File: src/rtl/bcd_arbiter.sv
// bcd_arbiter: round-robin sharing of one binary-to-BCD converter among CH_N channels; `define BCD_ARBITER_TIMEOUT_EN adds a WAIT watchdog
module bcd_arbiter #(
    parameter int CH_N    = 4,
    parameter int BCD_N   = 4,
    parameter int BIN_N   = 14,
    parameter int TIMEOUT = 64
) (
    input  logic                    clk,
    input  logic                    reset,
    input  logic [CH_N-1:0]         ch_req,
    input  logic [CH_N-1:0]         ch_sign,
    input  logic [CH_N*BIN_N-1:0]   ch_bin,
    output logic [CH_N-1:0]         ch_ack,
    output logic [CH_N-1:0]         ch_err,
    output logic [CH_N-1:0]         ch_valid,
    output logic [CH_N*BCD_N*4-1:0] ch_bcd,
    output logic                    busy,
    input  logic                    cvt_ready,
    input  logic                    cvt_done_tick,
    input  logic [BCD_N*4-1:0]      cvt_bcd,
    output logic                    cvt_start,
    output logic                    cvt_sign,
    output logic [BIN_N-1:0]        cvt_bin
);
    localparam int SW = $clog2(CH_N);
    localparam int DW = BCD_N * 4;
    typedef enum logic [1:0] {IDLE, START, WAIT, STORE} state_t;
    state_t state, state_nx;
    logic [SW-1:0] last_grant, sel, pick, cand;
    logic [SW:0] wrap;
    logic found, grant, timeout;
    always_ff @(posedge clk)
        if (reset) state <= IDLE;
        else       state <= state_nx;
    always_comb begin
        state_nx = IDLE;
        case (state)
            IDLE:    state_nx = grant ? START : IDLE;
            START:   state_nx = WAIT;
            WAIT:    state_nx = cvt_done_tick ? STORE : (timeout ? IDLE : WAIT);
            STORE:   state_nx = IDLE;
            default: state_nx = IDLE;
        endcase
    end
    always_comb begin
        cvt_start = state == START;
        busy      = state != IDLE;
        ch_ack    = (state == STORE) ? CH_N'(1) << sel : '0;
    end
    // search starts just after the last served channel, so it has lowest priority
    always_comb begin
        pick  = last_grant;
        found = 1'b0;
        wrap  = '0;
        cand  = '0;
        for (int i = 1; i <= CH_N; i++) begin
            wrap = {1'b0, last_grant} + (SW+1)'(i);
            cand = (wrap >= (SW+1)'(CH_N)) ? SW'(wrap - (SW+1)'(CH_N)) : SW'(wrap);
            if (!found && ch_req[cand]) begin
                pick  = cand;
                found = 1'b1;
            end
        end
    end
    assign grant = state == IDLE && cvt_ready && found;
    always_ff @(posedge clk) begin
        if (reset) begin
            last_grant <= SW'(CH_N - 1);
            sel        <= '0;
            cvt_sign   <= 1'b0;
            cvt_bin    <= '0;
            ch_valid   <= '0;
            ch_bcd     <= '0;
        end else begin
            if (grant) begin
                sel      <= pick;
                cvt_sign <= ch_sign[pick];
                cvt_bin  <= ch_bin[pick*BIN_N +: BIN_N];
            end
            if (state == WAIT && cvt_done_tick) begin
                ch_bcd[sel*DW +: DW] <= cvt_bcd;
                ch_valid[sel]        <= 1'b1;
            end
            if (state == STORE || timeout) last_grant <= sel;
        end
    end
`ifdef BCD_ARBITER_TIMEOUT_EN
    localparam int CW = $clog2(TIMEOUT + 1);
    logic [CW-1:0] wd_cnt;
    assign timeout = state == WAIT && !cvt_done_tick && wd_cnt == CW'(TIMEOUT - 1);
    always_ff @(posedge clk) begin
        if (reset) begin
            wd_cnt <= '0;
            ch_err <= '0;
        end else begin
            wd_cnt <= (state == WAIT && !cvt_done_tick && !timeout) ? wd_cnt + CW'(1) : '0;
            ch_err <= timeout ? CH_N'(1) << sel : '0;
        end
    end
`else
    assign timeout = 1'b0;
    assign ch_err  = '0;
`endif
endmodule
File: config.mk
export PLATFORM = sky130hd
export DESIGN_NAME = bcd_arbiter
export DESIGN_NICKNAME = d
export VERILOG_FILES = /design/src/rtl/bcd_arbiter.sv
export SDC_FILE = /design/constraint.sdc
export NUM_CORES = 1
export LEC_CHECK = 0
export ABC_CLOCK_PERIOD_IN_PS = 1850
export CAP_MARGIN = 10
export CORE_ASPECT_RATIO = 0.75
export CORE_MARGIN = 2
export CORE_UTILIZATION = 59
export CTS_BUF_LIST = sky130_fd_sc_hd__clkbuf_4
export DETAILED_ROUTE_END_ITERATION = 10
export DONT_BUFFER_PORTS = 1
export PLACE_DENSITY = 0.78
export SLEW_MARGIN = 15
export SYNTH_ARGS = -nofsm -noshare
export SYNTH_HDL_FRONTEND = slang
export SYNTH_SLANG_ARGS = --single-unit
File: constraint.sdc
create_clock -name clk -period 1.85 [get_ports clk]
set_input_delay 0.555 -clock clk [delete_from_list [all_inputs] [get_ports clk]]
set_output_delay 0.555 -clock clk [all_outputs]
set_load 0.005 [all_outputs]
==> results.yml <==
run_status:
  status: "finished clean"
critical_path:
  worstSetupPathType: "register to primary output"
  crit_path_end_kind: "primary output"
  critPathMaxFanout: 4
  critPathRequiredTime_ps: 1290
  critPathBufInv: 1
  crit_path_top_delay_cell: "dfxtp_2"
  cpPeakStageDelay_ps: 360
  cp.arrival_ps: 1260
  crit_chain: "buf_6 -> ha_2 -> and2_1"
  cpLargestDelayFamily: "flip-flops"
  startpoint_type: "register"
cells_and_area:
  drive_above_1_share: 0.172
  n_antenna_cell: 0
  fillers: 496
  final_nets: 517
  area_delta_synth_final_pct: 10.9
floorplan:
  coreArea_sq_um: 6380
  die_y_um: 74.6
  initial_core_util: 0.615
  ios: 177
  die_w_um: 98.2
  dieArea_sq_um: 7330
  rows: 25
timing:
  min_period_ps: 1820
  hold_ws_ps: 177
  fmax_ghz: 0.550
  tightest_slew_ps: 547
  skew_ps: 9.66
  max-slew-margin-rel: 0.634
  finalHoldViolCount: 0
  setup_violations: 0
  rsz0062_at_grt: "true"
  setup_slack_ps: 32.1
  drv_slew: 0
  finalCritPeriodShare: 0.983
place:
  globalplace.congestion: 0.887
  placement.io_buffers: 0
  hpwl_um: 7160
  pre_cts_ws_ps: 8.01
run:
  cap_viol_max_count: 0
grt:
  grtUsageTotal: 0.273
  antenna_found_initial: 0
  grt_pass1_vias: 3211
  grt_overflow_total: 0
  grt_pass1_wl_um: 15800
  grt_max_degree: 75
yosys:
  syn-instance-count: 415
  yosysWarnings: 0
  netlist_area_sq_um: 3930
  synth_area_per_cell_sq_um: 9.46
  synth_cell_types: 33
  synth_top_cell_by_area: "dfxtp_1"
  synth_top_area_frac: 0.454
  ys_seq_area_frac: 0.454
  synth_area_leaders: "dfxtp_1 (45%), a22oi_1 (12%), nor2_1 (7.2%)"
  ys_seq_elements: 89
clock_network:
  cts_buffers: 9
  cts_root_buffer: "clkbuf_4"
  clk_latency_ps: 420
  htreeDepth: 3
  cts_tree: "done"
  clock_path_buffers: 2
  clkSlewWorstSetupHoldPaths_ps: 140
  cts.sinks: 89
drt:
  post-route-drc-count: 0
  wl_per_cell_um: 20.3
  viasPerCell: 6.47
  ant_nets: 0
  detail_route.iter0.violations: 268
  routed_wl_um: 10300
  dr_total_vias: 3275
  drtPass1Iterations: 5
power_and_ir_drop:
  vdd_ir_drop_max_mv: 0.565
  power_leakage_uw: 0.00168
  powerDensity_nw_per_um2: 778
hold_path:
  hold_path.class: "input pin to register"
Yosys cell counts:
cell type,instances
dfxtp_1,89
nor2_1,75
a22oi_1,64
nand2_1,24
clkbuf_1,21
mux2i_1,19
a21o_1,16
nand4_1,16
o31ai_1,15
ha_1,13
o211ai_2,9
buf_2,7
and2_1,6
a21oi_1,5
inv_1,5
buf_4,4
o221ai_1,4
nor4b_4,3
buf_6,2
nand2b_1,2
nor2b_1,2
o211ai_1,2
o21ai_1,2
a211oi_1,1
a21oi_2,1
conb_1,1
inv_2,1
nand3_1,1
nor3_4,1
nor3b_1,1
nor4_4,1
o21a_1,1
or3b_1,1
flip-flops by register name, indices dropped and copies added (netlist names):
name	cells
ch_valid	4
state	2
sel	2
cvt_sign	1
cvt_bin	14
last_grant	2
ch_bcd	64
metal layers:
metal | track usage | wire length, um
met4 | 0.0868 | 125
met3 | 0.106 | 1110
met1 | 0.360 | 4420
met2 | 0.420 | 4610
met5 | 0 | 0
what timing repair did:
action | in CTS | in global routing
endpoints found under the setup margin | 4 | 24
pin swaps | 1 | 0
setup buffers | 3 | 0
hold buffers | 0 | 0
resized for setup | 12 | 7
through the flow:
| step | utilization | TNS (ps) | std cells | total power (uW) | cell area [sq um] |
|---|---|---|---|---|---|
| final | 0.682 | 0 | 506 | 3390 | 4350 |
| after global routing | 0.682 | -83.4 | 506 | 3540 | 4350 |
| after CTS | 0.679 | -0.0469 | 506 | 3420 | 4330 |
| after detailed placement | 0.647 | 0 | 487 | 2300 | 4130 |
| after global placement | 0.647 | 0 | 487 | 2300 | 4130 |
| after floorplan | - | -469 | 418 | 2260 | 3960 |
cell usage in the layout, fill, tap and decap left out, types with 2 or more instances in the layout:
master / netlist / layout
dfxtp_1: 89 / 85
nor2_1: 75 / 74
a22oi_1: 64 / 64
nand2_1: 24 / 24
mux2i_1: 19 / 19
buf_4: 4 / 17
a21o_1: 16 / 16
nand4_1: 16 / 16
o31ai_1: 15 / 15
o211ai_2: 9 / 9
clkbuf_4: 0 / 9
ha_1: 13 / 8
buf_12: 0 / 6
inv_1: 5 / 4
a21oi_1: 5 / 4
o221ai_1: 4 / 4
conb_1: 1 / 4
dfxtp_2: 0 / 4
and2_1: 6 / 3
nor4b_4: 3 / 3
ha_2: 0 / 3
clkinvlp_4: 0 / 3
and2_4: 0 / 2
nand2b_1: 2 / 2
nor2b_4: 0 / 2
o21ai_1: 2 / 2
a21oi_2: 1 / 2
o211ai_1: 2 / 2
ha_4: 0 / 2
buf_6: 2 / 2
area by class of cell:
| type | count | area, sq um | area share |
|---|---|---|---|
| Clock buffer | 9 | 67.6 | 0.0155 |
| Clock inverter | 7 | 76.3 | 0.0175 |
| Inverter | 6 | 25.0 | 0.00575 |
| Multi-Input combinational cell | 289 | 2030 | 0.466 |
| Sequential cell | 89 | 1790 | 0.410 |
| Tap cell | 81 | 101 | 0.0233 |
| Timing Repair Buffer | 25 | 270 | 0.0621 |
where the power goes:
part	internal, uW	switching, uW	leakage, uW
Clock	421	682	0.0000681
Combinational	138	165	0.000888
Sequential	1950	29.6	0.000721
Total	2510	877	0.00168
path summary, 6_finish.rpt:
check / startpoint / to / slack (ps) / cells past startpoint
setup / recovery: sel[0] / ch_ack[1] / 30 / 3
hold / removal: reset / state[1] / 180 / 1
setup reg to reg: state[0] / ch_bcd[6] / 150 / 8
hold reg to reg: cvt_bin[4] / cvt_bin[4] / 510 / 2
kinds of logic (layout without fill, tap and decap cells):
logic type | Yosys count | after routing | synth area share
buffers and inverters | 40 | 47 | 0.0481
AND/OR/NAND/NOR | 133 | 133 | 0.169
flip-flops | 89 | 89 | 0.454
other | 1 | 4 | 0.000955
multiplexers | 19 | 19 | 0.0484
adder cells (fa/ha/maj) | 13 | 13 | 0.0414
AO/OA/AOI/OAI | 120 | 120 | 0.238
(Power assumes the default switching activity.)
